**src/rtl/branch_redirect_ctrl.sv**
```systemverilog
// branch_redirect_ctrl: EX-stage redirect sequencer for taken branches/jumps.
// Latches the target, drives PC-select/flush/stall until fetch acks, and keeps stats.
module branch_redirect_ctrl #(
    parameter logic [5:0] J_OPCODE   = 6'd2,
    parameter logic [5:0] BEQ_OPCODE = 6'd4,
    parameter logic [5:0] BNE_OPCODE = 6'd5,
    parameter int         CNT_WIDTH  = 16
) (
    input  logic                 clk,
    input  logic                 rst_n,
    input  logic                 IDEX_Valid,
    input  logic [5:0]           IDEX_OpCode,
    input  logic                 Zero,
    input  logic [31:0]          BranchAddress,
    input  logic                 FetchAck,
    input  logic                 ClearStats,
    output logic                 PCSrc,
    output logic [31:0]          PCTarget,
    output logic                 Flush_IFID,
    output logic                 Flush_IDEX,
    output logic                 Stall,
    output logic [CNT_WIDTH-1:0] BranchCount,
    output logic [CNT_WIDTH-1:0] TakenCount
);
    typedef enum logic [1:0] {IDLE, REDIRECT, WAIT_ACK} state_t;

    state_t                state_q, state_d;
    logic [31:0]           target_q, target_d;
    logic [CNT_WIDTH-1:0]  br_cnt_q, br_cnt_d, tk_cnt_q, tk_cnt_d;
    logic                  is_br, taken;

    // Only IDLE sees a real instruction; other states hold a wrong-path one.
    always_comb begin
        is_br = IDEX_Valid && state_q == IDLE &&
                (IDEX_OpCode == J_OPCODE || IDEX_OpCode == BEQ_OPCODE || IDEX_OpCode == BNE_OPCODE);
        taken = IDEX_Valid && state_q == IDLE &&
                (IDEX_OpCode == J_OPCODE || (IDEX_OpCode == BEQ_OPCODE && Zero) ||
                 (IDEX_OpCode == BNE_OPCODE && !Zero));
    end

    always_comb begin
        state_d  = state_q;
        target_d = target_q;
        case (state_q)
            IDLE: begin
                if (taken) begin
                    state_d  = REDIRECT;
                    target_d = BranchAddress;
                end
            end
            REDIRECT: state_d = FetchAck ? IDLE : WAIT_ACK;
            WAIT_ACK: state_d = FetchAck ? IDLE : WAIT_ACK;
            default:  state_d = IDLE;
        endcase
        br_cnt_d = ClearStats ? '0 : br_cnt_q + CNT_WIDTH'(is_br);
        tk_cnt_d = ClearStats ? '0 : tk_cnt_q + CNT_WIDTH'(taken);
    end

    always_ff @(posedge clk or negedge rst_n) begin
        if (!rst_n) begin
            state_q  <= IDLE;
            target_q <= '0;
            br_cnt_q <= '0;
            tk_cnt_q <= '0;
        end else begin
            state_q  <= state_d;
            target_q <= target_d;
            br_cnt_q <= br_cnt_d;
            tk_cnt_q <= tk_cnt_d;
        end
    end

    always_comb begin
        PCSrc      = state_q != IDLE;
        Flush_IFID = state_q != IDLE;
        Flush_IDEX = state_q == REDIRECT;
        Stall      = state_q == WAIT_ACK;
    end

    assign PCTarget    = target_q;
    assign BranchCount = br_cnt_q;
    assign TakenCount  = tk_cnt_q;
endmodule

```
**config.mk**
```make
export PLATFORM = sky130hd
export DESIGN_NAME = branch_redirect_ctrl
export DESIGN_NICKNAME = d
export VERILOG_FILES = /design/src/rtl/branch_redirect_ctrl.sv
export SDC_FILE = /design/constraint.sdc
export NUM_CORES = 1
export LEC_CHECK = 0
export ABC_AREA = 1
export BUFFER_PORTS_ARGS = -buffer_cell sky130_fd_sc_hd__buf_2
export CAP_MARGIN = 5
export CORE_ASPECT_RATIO = 2
export CORE_MARGIN = 4
export CORE_UTILIZATION = 49
export CTS_CLUSTER_SIZE = 28
export DETAILED_ROUTE_END_ITERATION = 7
export GPL_TIMING_DRIVEN = 0
export PLACE_DENSITY_LB_ADDON = 0.15
export REMOVE_ABC_BUFFERS = 1
export SETUP_SLACK_MARGIN = 0.4
export SLEW_MARGIN = 20
export SYNTH_ARGS = -nofsm -noshare
export SYNTH_HDL_FRONTEND = slang
export SYNTH_SLANG_ARGS = --single-unit
```
**constraint.sdc**
```tcl
create_clock -name clk -period 2.9 [get_ports clk]
set_input_delay 0.145 -clock clk [delete_from_list [all_inputs] [get_ports clk]]
set_output_delay 0.145 -clock clk [all_outputs]
set_load 0.02 [all_outputs]
```
; Word-level counts from Yosys, hierarchy flattened
; Index checks and enable logic that the tools add are counted.
[totals]
ff_bits = 66
in_bits = 44
out_inout_bits = 68
[op_classes]
n_mux = 5
n_reduce_logical = 14
add_sub_neg = 2
eq_ne = 6
[op_table]
columns = cell, n
row1 = 16-bit by 1-bit adder with 16-bit output, 2
row2 = 16-bit 2-to-1 mux, 2
row3 = 6-bit by 3-bit == test with 1-bit output (second input constant), 2
row4 = 6-bit by 2-bit == test with 1-bit output (second input constant), 1
row5 = 1-bit logical AND, 5
row6 = 1-bit logical OR, 4
row7 = 2-bit 2-to-1 mux, 2
row8 = 2-bit case mux with 2 select lines, 1
row9 = 2-bit by 1-bit == test with 1-bit output (second input constant), 1
row10 = 2-bit == test (second input constant), 1
row11 = 2-bit logical NOT, 1
row12 = 2-bit != test (second input constant), 1
row13 = 2-bit AND reduction, 1
row14 = 2-bit nonzero test, 1
row15 = 2-bit OR reduction, 1
row16 = 1-bit logical NOT, 1

; Logic depth before layout (Yosys ltp)
; Gate-level depths: netlist (run 1).
[depth]
ltp_word = 7
ltp_mapped = 16
ltp_nobuf = 15

; Worst setup path after synthesis (run 1)
; No wires, ideal clock.
[synth_timing]
kind = reg-to-reg
startpoint = register state_q[0]
endpoint = register tk_cnt_q[9], in the netlist TakenCount[9]
setup_time_ns = 0.119
arrival_time_ns = 1.912
n_path_buf = 1
stages_incl_launch_ff = 16
path_slack_ns = 0.868
path_cell_list = dfrtp_1 inv_1 ha_1 nand2_1 inv_1 nand3_4 clkinv_2 buf_6 ha_1 nand2_1 inv_1 nand2_1 nor2_2 nand3_1 nand2_1 nor2_1
[synth_between]
elab_chain_cells = 5
[synth_rtl]
columns = item, line
row1 = "start, declared", 27  ; state_t state_q, state_d;
row2 = "start signal, assigned", 66  ; state_q <= state_d;
row3 = 2-bit logical NOT, 36  ; taken = IDEX_Valid && state_q == IDLE &&
row4 = 1-bit logical AND (2 in series), 36
row5 = 16-bit by 1-bit adder with 16-bit output, 56  ; tk_cnt_d = ClearStats ? '0 : tk_cnt_q + CNT_WIDTH'(taken);
row6 = 16-bit 2-to-1 mux, 56
row7 = net tk_cnt_d[9], 29  ; logic [CNT_WIDTH-1:0] br_cnt_q, br_cnt_d, tk_cnt_q, tk_cnt_d;
row8 = "end signal, assigned", 69  ; tk_cnt_q <= tk_cnt_d;
row9 = "end, declared", 29
; The timed path passes the listed nets, and every way through them passes these cells.
; A chain may end at the register's enable or synchronous reset.

; Worst setup path after layout (run 1)
[layout_timing]
startpoint = register state_q[1]
endpoint = register tk_cnt_q[12], in the netlist TakenCount[12]
; Same word-level chain as after synthesis.

==> results of run 1 <==
==> power by group <==
group          switching (mW)  internal (mW)  total (mW)
Clock                   0.354          0.610       0.964
Combinational           0.404          0.223       0.626
Sequential             0.0789           1.05        1.13
Total                   0.837           1.89        2.72
==> what timing repair did <==
action / 4_1_cts / 5_1_grt
endpoints found under the setup margin: 16 / 16
hold buffers: 7 / 1
cloned: 1 / 1
resized for setup: 2 / 6
hold endpoints to repair: 27 / 1
buffers inserted: 1 / 0
pin swaps: 1 / 1
==> metrics by stage <==
stage / power (mW) / std cells / hold slack (ns)
2_1_floorplan: 1.506 / 369 / -0.1506
4_1_cts: 2.743 / 587 / 0.001028
6_report: 2.722 / 589 / 0.007413
3_5_place_dp: 1.754 / 565 / 0.06317
5_1_grt: 2.891 / 589 / 0.006840
3_3_place_gp: 1.735 / 564 / 0.3363
==> sequential cells by signal (all words and copies together), names as in the netlist <==
name         cells
BranchCount     16
PCTarget        32
state_q          2
TakenCount      16
==> path summary, 6_finish.rpt <==
check | start | to | slack, ns | depth (start not counted)
setup / recovery | state_q[1] | TakenCount[12] | 0.66 | 14
hold / removal | BranchAddress[8] | PCTarget[8] | 0.007 | 3
setup reg to reg | state_q[1] | TakenCount[12] | 0.66 | 14
hold reg to reg | PCTarget[13] | PCTarget[13] | 0.47 | 2
max in group asynchronous | rst_n | PCTarget[9] | 2.12 | 3
min in group asynchronous | rst_n | TakenCount[9] | 0.26 | 2
==> cell usage in the layout (no fill, tap or decap), drive strengths merged <==
cell type    instances
o21ai               16
nand3b               1
nand2              150
a31oi                2
buf                113
dfrtp               66
nor3                 7
xnor2                1
a21boi               1
dlygate4sd3          8
clkinv               1
nor2                42
ha                   9
xor2                 2
inv                 34
nand4                2
a21oi               18
nand3               15
nor3b                3
clkbuf              13
a211oi               1
==> metal layers <==
layer	routed length, um	global-route usage, %	vias up
met3	549	7.959	11
met4	163	9.202	0
met2	4048	37.20	93
met5	0	0	-
li1	-	-	1428
met1	2844	22.72	1315
==> kinds of logic (layout without fill, tap and decap cells) <==
kind of cell	Yosys count	after routing	share of synthesized area [%]
and+or+nand+nor	219	220	28.97
adders and majority gates	9	9	3.662
buffers and inverters	44	169	6.387
DFF	66	66	53.70
xor gates and xnor gates	3	3	0.8545
AOI/OAI and AO/OA	38	38	6.428
==> cell type report <==
class	instances	share of cell area (%)
Inverter	34	3.426
Sequential cell	66	40.38
Clock buffer	13	6.363
Tap cell	84	2.570
Multi-Input combinational cell	270	30.59
Timing Repair inverter	1	0.2141
Timing Repair Buffer	121	16.46
==> worst max-delay path, stage by stage, from the launching register on <==
cell and delay [ns]:
dfrtp_1 0.42, inv_1 0.12, ha_2 0.23, nand2_1 0.12, inv_2 0.12, nand3_4 0.15
clkinv_8 0.13, ha_1 0.15, nand2_1 0.06, inv_1 0.10, nand2_1 0.11, nor2_4 0.15
nand2_1 0.07, nand2_1 0.09, a21boi_0 0.10
==> flow_summary_export.csv, run 1 <==
group,metric,value,unit
clock_tree,cts_made_buffers,9,
yosys,syn_inst,379,
detailed_routing,wl_per_cell,12.91,um
timing,slew_headroom,60.55,%
cells_and_area,fin_nets,556,
cells_and_area,seqCellArea,1652,um^2
worst_setup_path,critPathLaunchType,"register",
grt,antenna_found_initial,0,
timing,hold_viol,0,
yosys,synth_cell_types,26,
worst_setup_path,worstPathArrival,2.44,ns
yosys,synth-seq-cells,66,
job,drv_cap,0,
cells_and_area,n_fill_cell,520,
detailed_routing,viasPerCell,4.834,
floorplanning,dieArea,7685,um^2
outcome,status,"complete, no violations",
yosys,ys_top_cells_by_area,"dfrtp_1, nand2_1, nor2_1, inv_1, ha_1",
cells_and_area,final_layout_size_suffix_gt1_share,26.73,%
grt,grt_overflow_total,0,
detailed_routing,num_vias,2847,
clock_tree,cts_tree,"yes",
yosys,synthFlopType,"dfrtp_1",
worst_setup_path,required,3.10,ns
worst_setup_path,criticalPathCategory,"reg2reg",
timing,skew,0.006337,ns
place,globalplace.congestion,0.8664,
worst_setup_path,cp_max_fo,17,
yosys,yosysSeqAreaShare,53.70,%
yosys,yosys.area.top_type,"dfrtp_1",
grt,grt_max_degree,46,
detailed_routing,initialDrtViolationCount,162,
clock_tree,cts_root_buf,"clkbuf_16",
grt,grt_pass1_wl,12700,um
floorplanning,start_util,50.79,%
timing,tns,0,ns
yosys,yosys_warnings,0,
place,place_hpwl,5287,um
worst_setup_path,critPathCaptureType,"register",
yosys,synth_edf_count,0,
floorplanning,core,6056,um^2
detailed_routing,routed_wl,7605,um
cells_and_area,utilization,67.54,%
place,pre_cts_ws,-0.08648,ns
floorplanning,io_pins,112,
timing,fmax,0.4465,GHz
pwr,p_per_area,665.5,nW/um^2
timing,layout_min_cycle_time,2.240,ns
clock_tree,clockBufferDepth,2,
hold_path,hold_path.class,"in2reg",
detailed_routing,ant_nets,0,
timing,setup_viol,0,
floorplanning,row_count,40,
place,portBuffers,111,
cells_and_area,multi_input_area,1251,um^2
detailed_routing,dr.pass1.iters,4,
timing,tightest_slew,0.5911,ns
clock_tree,cts_num_sinks,66,
pwr,ir_drop,0.5095,mV
place,post_dp_cell_area,3699,um^2
grt,grt_pass1_vias,2822,
cells_and_area,final_area,4090,um^2
floorplanning,die_h,120.0,um
cells_and_area,syn_to_final_growth,32.99,%
yosys,avgSynthCellArea,8.115,um^2
yosys,syn_area,3075,um^2
yosys,synth_common_cells,"nand2_1, dfrtp_1, nor2_1",
pwr,leakage,2.308,nW
clock_tree,clkSlewWorstSetupHoldPaths,0.05,ns
clock_tree,clock_latency,0.33,ns
detailed_routing,drc,0,
grt,grt.total_usage,21.45,%
timing,timing.final.crit_share,77.24,%
timing,final-max-slew-violation-count,0,
timing,setup_ws,0.6602,ns
floorplanning,die_w,64.02,um
clock_tree,htree_num_levels,3,
timing,rsz0062_at_grt,"false",
yosys,synth.most_common_cell,"nand2_1",
cells_and_area,diodes,0,
yosys,async_flop_share,100.0,%
yosys,netlist.area_leader.share,53.70,%
(Power assumes the default switching activity.)
==> run 2, diff against run 1 <==
--- a/config.mk
+++ b/config.mk
@@ -5,7 +5,7 @@
 export SDC_FILE = /design/constraint.sdc
 export NUM_CORES = 1
 export LEC_CHECK = 0
-export ABC_AREA = 1
+export ABC_AREA = 0
 export BUFFER_PORTS_ARGS = -buffer_cell sky130_fd_sc_hd__buf_2
 export CAP_MARGIN = 5
 export CORE_ASPECT_RATIO = 2
==> constraint.sdc (replaced) <==
create_clock -name clk -period 2.3 [get_ports clk]
set_input_delay 0.115 -clock clk [delete_from_list [all_inputs] [get_ports clk]]
set_output_delay 0.115 -clock clk [all_outputs]
set_load 0.02 [all_outputs]
==> run 2 against run 1 <==
  * The run now ends with negative setup slack left
  * Synthesized cell count fell by 33%
  * Setup slack got worse by 0.83 ns
  * Final area rose by 14%
  * Global-route usage fell by 0.42 points
  * Fmax fell by 9.3%
  * Largest power group unchanged
==> flow_summary_export.csv, run 2 <==
group,metric,value,unit
hold_path,min_to,"PCTarget[21]",
floorplanning,core,6006,um^2
cells_and_area,largest_reg_flops,32,
grt,grt_pass1_wl,12280,um
yosys,synthFlopType,"dfrtp_1",
cells_and_area,diodes,0,
timing,layout_min_cycle_time,2.469,ns
grt,grt_max_degree,57,
yosys,syn_area,3038,um^2
clock_tree,clkSlewWorstSetupHoldPaths,0.06,ns
worst_setup_path,r2r_cells,10,
timing,setup_ws,-0.1690,ns
detailed_routing,initialDrtViolationCount,120,
worst_setup_path,critPathCaptureType,"register",
hold_path,hold_path.class,"in2reg",
yosys,yosys.area.top_type,"dfrtp_1",
worst_setup_path,worstPathArrival,2.72,ns
timing,setup_viol,37,
worst_setup_path,critPathLaunchType,"register",
outcome,violations,"negative setup slack",
cells_and_area,syn_to_final_growth,53.83,%
worst_setup_path,r2r_end,"BranchCount[14]",
place,place_hpwl,4894,um
detailed_routing,drc,0,
place,globalplace.congestion,0.7054,
floorplanning,io_pins,112,
floorplanning,dieArea,7600,um^2
worst_setup_path,cp_max_fo,4,
timing,skew,0.004811,ns
hold_path,holdPathStages,2,
timing,rsz0062_at_grt,"true",
yosys,ys_top_cells_by_area,"dfrtp_1, mux2_2, nor2_1, ha_1, xnor2_1",
timing,tns,-3.235,ns
clock_tree,clockBufferDepth,2,
yosys,avgSynthCellArea,12.01,um^2
floorplanning,die_w,63.68,um
yosys,synth-seq-cells,66,
timing,slew_headroom,53.05,%
grt,grt_pass1_vias,2612,
detailed_routing,ant_nets,0,
clock_tree,cts_made_buffers,9,
floorplanning,row_count,40,
hold_path,holdCritStartpoint,"BranchAddress[21]",
yosys,syn_inst,253,
pwr,leakage,2.462,nW
grt,grt.total_usage,21.02,%
worst_setup_path,required,2.55,ns
pwr,ir_drop,0.7245,mV
floorplanning,die_h,119.4,um
clock_tree,cts_root_buf,"clkbuf_16",
worst_setup_path,criticalPathCategory,"reg2reg",
place,portBuffers,111,
timing,fmax,0.4050,GHz
timing,hold_viol,0,
detailed_routing,dr.pass1.iters,4,
timing,tightest_slew,0.7042,ns
floorplanning,start_util,50.58,%
detailed_routing,viasPerCell,5.267,
clock_tree,cts_num_sinks,66,
pwr,p_per_area,798.6,nW/um^2
grt,antenna_found_initial,0,
yosys,synth_edf_count,0,
cells_and_area,layout_commonest_cell,"buf_2",
yosys,synth_cell_types,33,
yosys,synth.most_common_cell,"dfrtp_1",
cells_and_area,fin_nets,457,
job,drv_cap,0,
detailed_routing,wl_per_cell,17.23,um
cells_and_area,layout_common_cells,"buf_2, dfrtp_1, mux2_4, nor2_1, buf_4",
timing,timing.final.crit_share,107.3,%
clock_tree,clock_latency,0.33,ns
worst_setup_path,r2r_start,"state_q[0]",
clock_tree,htree_num_levels,3,
yosys,netlist.area_leader.share,54.37,%
detailed_routing,num_vias,2486,
grt,grt_overflow_total,0,
detailed_routing,routed_wl,8131,um
yosys,yosys_warnings,0,
cells_and_area,final_layout_size_suffix_gt1_share,57.46,%
worst_setup_path,ff2ff_setup_slack,-0.17,ns
yosys,yosysSeqAreaShare,54.37,%
cells_and_area,utilization,77.81,%
timing,final-max-slew-violation-count,0,
yosys,async_flop_share,100.0,%
clock_tree,cts_tree,"yes",
outcome,status,"finished, violations left",
yosys,synth_common_cells,"dfrtp_1, mux2_2, nor2_1",
## run 2: kinds of logic after synthesis
family | Yosys count | synth area share (%)
fa+ha+maj | 9 | 3.707
simple gates | 90 | 16.23
buf+inv | 16 | 2.883
xor+xnor | 22 | 6.343
mux | 39 | 14.42
compound gates | 11 | 2.059
flops | 66 | 54.37
## run 2: worst max path at each step
stage,startpoint,to,slack (ns),cells after the start
after global placement,state_q[1],TakenCount[15],-1.00,10
after detailed placement,state_q[1],TakenCount[15],-1.03,10
final,state_q[0],BranchCount[14],-0.17,10
after global routing,state_q[0],BranchCount[14],-0.26,10
after CTS,state_q[1],TakenCount[13],-0.21,11
after floorplan,state_q[0],TakenCount[13],-0.57,10
## run 2: report_power, final
part | leakage, nW | internal, mW | switching (mW)
Clock | 0.127 | 0.723 | 0.508
Sequential | 0.899 | 1.34 | 0.103
Combinational | 1.44 | 0.509 | 0.546
## run 2: timing repair
item / CTS / global route
pin swaps: 16 / 17
setup buffers: 23 / 9
setup endpoints to repair: 66 / 65
endpoints found under the hold margin: 68 / 0
gates cloned: 3 / 0
hold buffers: 3 / 0
resized for setup: 37 / 59
## run 2: metrics by stage
step	instance area, um^2	power (mW)	instances	hold slack [ns]	setup WS [ns]
floorplan	2973	1.949	243	-0.1806	-0.5657
global placement	3607	2.252	417	0.3333	-1.004
detailed placement	3637	2.284	418	-0.03146	-1.035
CTS	4372	3.627	463	0.0003563	-0.2123
global route	4673	3.901	472	0.005487	-0.2557
finish	4673	3.732	472	0.01175	-0.1690
## run 2: layout make-up
type / instances / area, um^2
Multi-Input combinational cell: 172 / 1635
Inverter: 6 / 22.52
Fill cell: 407 / 1333
Clock buffer: 9 / 225.2
Tap cell: 63 / 78.83
Clock inverter: 7 / 46.29
Sequential cell: 66 / 1652
Timing Repair Buffer: 149 / 1013
## run 2: worst max-delay path, stage by stage, from the launching register on
cell and delay, ns:
dfrtp_1 0.40, inv_2 0.09, ha_4 0.15, nand2_2 0.04, or4_4 0.45, a21oi_4 0.15, ha_2 0.20, and4_4 0.21
nand4_1 0.17, or3_1 0.38, a21oi_2 0.15
## run 2: metal layers
metal / part of all wire, % / track usage, % / routed length [um] / up-vias
met5: 0 / 0 / 0 / -
met4: 2.7 / 10.28 / 220 / 0
met3: 4.5 / 5.283 / 369 / 15
met2: 57 / 38.77 / 4613 / 76
met1: 36 / 21.26 / 2928 / 1228
li1: - / - / - / 1167
==> run 3, diff against run 2 <==
--- a/config.mk
+++ b/config.mk
@@ -13,7 +13,6 @@
 export CORE_UTILIZATION = 49
 export CTS_CLUSTER_SIZE = 28
 export DETAILED_ROUTE_END_ITERATION = 7
-export GPL_TIMING_DRIVEN = 0
 export PLACE_DENSITY_LB_ADDON = 0.15
 export REMOVE_ABC_BUFFERS = 1
 export SETUP_SLACK_MARGIN = 0.4
==> run 3 against run 2 <==
  * The run still ends with negative setup slack left
  * Fmax is 6.6% higher
  * Sequential power barely moved
  * Sequential cell count unchanged
  * Sequential share of layout area increased by 0.27 points
  * Largest power group is now clock
  * Critical path depth unchanged
  * Hold slack improved by 0.0034 ns
  * Core utilization fell by 0.58 points
  * Die area unchanged
  * Clock-buffer cell count grew 1
==> flow_summary_export.csv, run 3 (same netlist as run 2, synthesis figures left out) <==
group,metric,value,unit
outcome,status,"finished, violations left",
outcome,violations,"negative setup slack",
timing,fmax,0.4318,GHz
hold_path,hold_path.class,"in2reg",
detailed_routing,drc,0,
clock_tree,clock_latency,0.33,ns
pwr,p_per_area,856.2,nW/um^2
detailed_routing,num_vias,2432,
detailed_routing,initialDrtViolationCount,82,
floorplanning,die_w,63.68,um
timing,setup_ws,-0.01582,ns
floorplanning,die_h,119.4,um
clock_tree,cts_made_buffers,9,
timing,hold_viol,0,
cells_and_area,final_layout_size_suffix_gt1_share,57.18,%
worst_setup_path,critPathCaptureType,"register",
place,globalplace.congestion,0.7559,
pwr,ir_drop,0.7792,mV
grt,antenna_found_initial,0,
timing,timing.final.crit_share,100.7,%
cells_and_area,fin_nets,453,
clock_tree,cts_root_buf,"clkbuf_16",
grt,grt_pass1_wl,12610,um
grt,grt.total_usage,21.57,%
grt,grt_overflow_total,0,
cells_and_area,layout_common_cells,"buf_2, dfrtp_1, mux2_4, nor2_1, buf_4",
timing,hold_ws,0.01519,ns
clock_tree,cts_tree,"yes",
cells_and_area,layout_commonest_cell,"buf_2",
cells_and_area,utilization,77.23,%
detailed_routing,ant_nets,0,
clock_tree,cts_num_sinks,66,
clock_tree,htree_num_levels,3,
floorplanning,io_pins,112,
floorplanning,start_util,50.58,%
place,portBuffers,111,
worst_setup_path,critPathLaunchType,"register",
detailed_routing,viasPerCell,5.208,
place,pre_cts_ws,-0.1382,ns
detailed_routing,dr.pass1.iters,4,
place,place_hpwl,5262,um
worst_setup_path,r2r_start,"state_q[0]",
timing,rsz0062_at_grt,"true",
timing,slew_headroom,58.15,%
detailed_routing,routed_wl,8028,um
cells_and_area,largest_reg_flops,32,
job,drv_cap,0,
worst_setup_path,worstPathArrival,2.57,ns
floorplanning,core,6006,um^2
worst_setup_path,cp_max_fo,3,
floorplanning,row_count,40,
timing,final-max-slew-violation-count,0,
floorplanning,dieArea,7600,um^2
timing,skew,0.004444,ns
timing,layout_min_cycle_time,2.316,ns
hold_path,holdCritStartpoint,"BranchAddress[5]",
cells_and_area,syn_to_final_growth,52.68,%
worst_setup_path,ff2ff_setup_slack,-0.02,ns
worst_setup_path,r2r_end,"BranchCount[14]",
timing,tightest_slew,0.6278,ns
detailed_routing,wl_per_cell,17.19,um
worst_setup_path,criticalPathCategory,"reg2reg",
grt,grt_max_degree,41,
clock_tree,clockBufferDepth,2,
hold_path,holdPathStages,2,
timing,tns,-0.04538,ns
cells_and_area,diodes,0,
hold_path,min_to,"PCTarget[5]",
clock_tree,clkSlewWorstSetupHoldPaths,0.06,ns
worst_setup_path,r2r_cells,10,
pwr,leakage,2.466,nW
worst_setup_path,required,2.56,ns
grt,grt_pass1_vias,2672,
timing,setup_viol,5,
run 3: cell count changes in the layout (fill, tap and decap cells not counted), sizes merged:
cell | previous run | this run
buf | 146 | 144
bufinv | 0 | 2
clkbuf | 9 | 11
clkinv | 4 | 3
clkinvlp | 3 | 0
dlygate4sd3 | 3 | 1
nor2 | 34 | 33
run 3: per-stage QoR:
step / power [mW] / instances / area, um^2
6_report: 3.971 / 467 / 4638
2_1_floorplan: 1.949 / 243 / 2973
5_1_grt: 4.134 / 467 / 4638
4_1_cts: 3.870 / 462 / 4402
3_3_place_gp: 2.308 / 433 / 3740
3_5_place_dp: 2.334 / 433 / 3740
run 3: layout make-up:
| type | instances | area (um^2) |
|---|---|---|
| clock buffers | 10 | 239.0 |
| repair buffers | 146 | 952.2 |
| clock inverters | 5 | 78.83 |
| flip-flops and latches | 66 | 1652 |
| multi-input cells | 171 | 1615 |
| fillers | 381 | 1368 |
| well taps | 63 | 78.83 |
| inverters | 6 | 22.52 |
run 3: what timing repair did:
| action | 4_1_cts | 5_1_grt |
|---|---|---|
| hold buffers | 1 | 0 |
| cloned | 2 | 1 |
| setup endpoints to repair | 63 | 63 |
| resized for setup | 46 | 44 |
| endpoints found under the hold margin | 26 | 0 |
| setup buffers | 11 | 4 |
| pin swaps | 13 | 10 |
run 3: worst max-delay path by stage:
stage | start | to | slack (ns) | cells past startpoint
2_1_floorplan | state_q[0] | TakenCount[13] | -0.57 | 10
3_3_place_gp | state_q[0] | BranchCount[13] | -0.07 | 10
3_5_place_dp | state_q[1] | BranchCount[13] | -0.14 | 10
4_1_cts | state_q[0] | BranchCount[13] | -0.04 | 10
5_1_grt | state_q[0] | BranchCount[14] | -0.13 | 10
6_report | state_q[0] | BranchCount[14] | -0.02 | 10
run 3: routing by layer:
layer	up-vias	part of all wire, %	global-route usage [%]	routed length (um)
met1	1185	35	22.10	2799
met3	20	5.5	5.189	441
met2	74	57	39.55	4602
met4	0	2.3	10.69	184
li1	1153	-	-	-
met5	-	0	0	0
run 3: report_power, final:
| group | total, mW | internal (mW) | switching (mW) |
|---|---|---|---|
| Combinational | 1.07 | 0.525 | 0.540 |
| Sequential | 1.45 | 1.34 | 0.106 |
| Clock | 1.46 | 0.969 | 0.488 |
| Total | 3.97 | 2.84 | 1.13 |
run 3: worst max-delay path, cell delays in order, from the launching register on:
cell and delay [ns]:
dfrtp_1 0.38, inv_2 0.09, ha_4 0.14, nand2_2 0.04, or4_4 0.46, a21oi_4 0.15
ha_2 0.19, and4_4 0.21, nand4_1 0.12, or3_1 0.33, a21oi_1 0.14
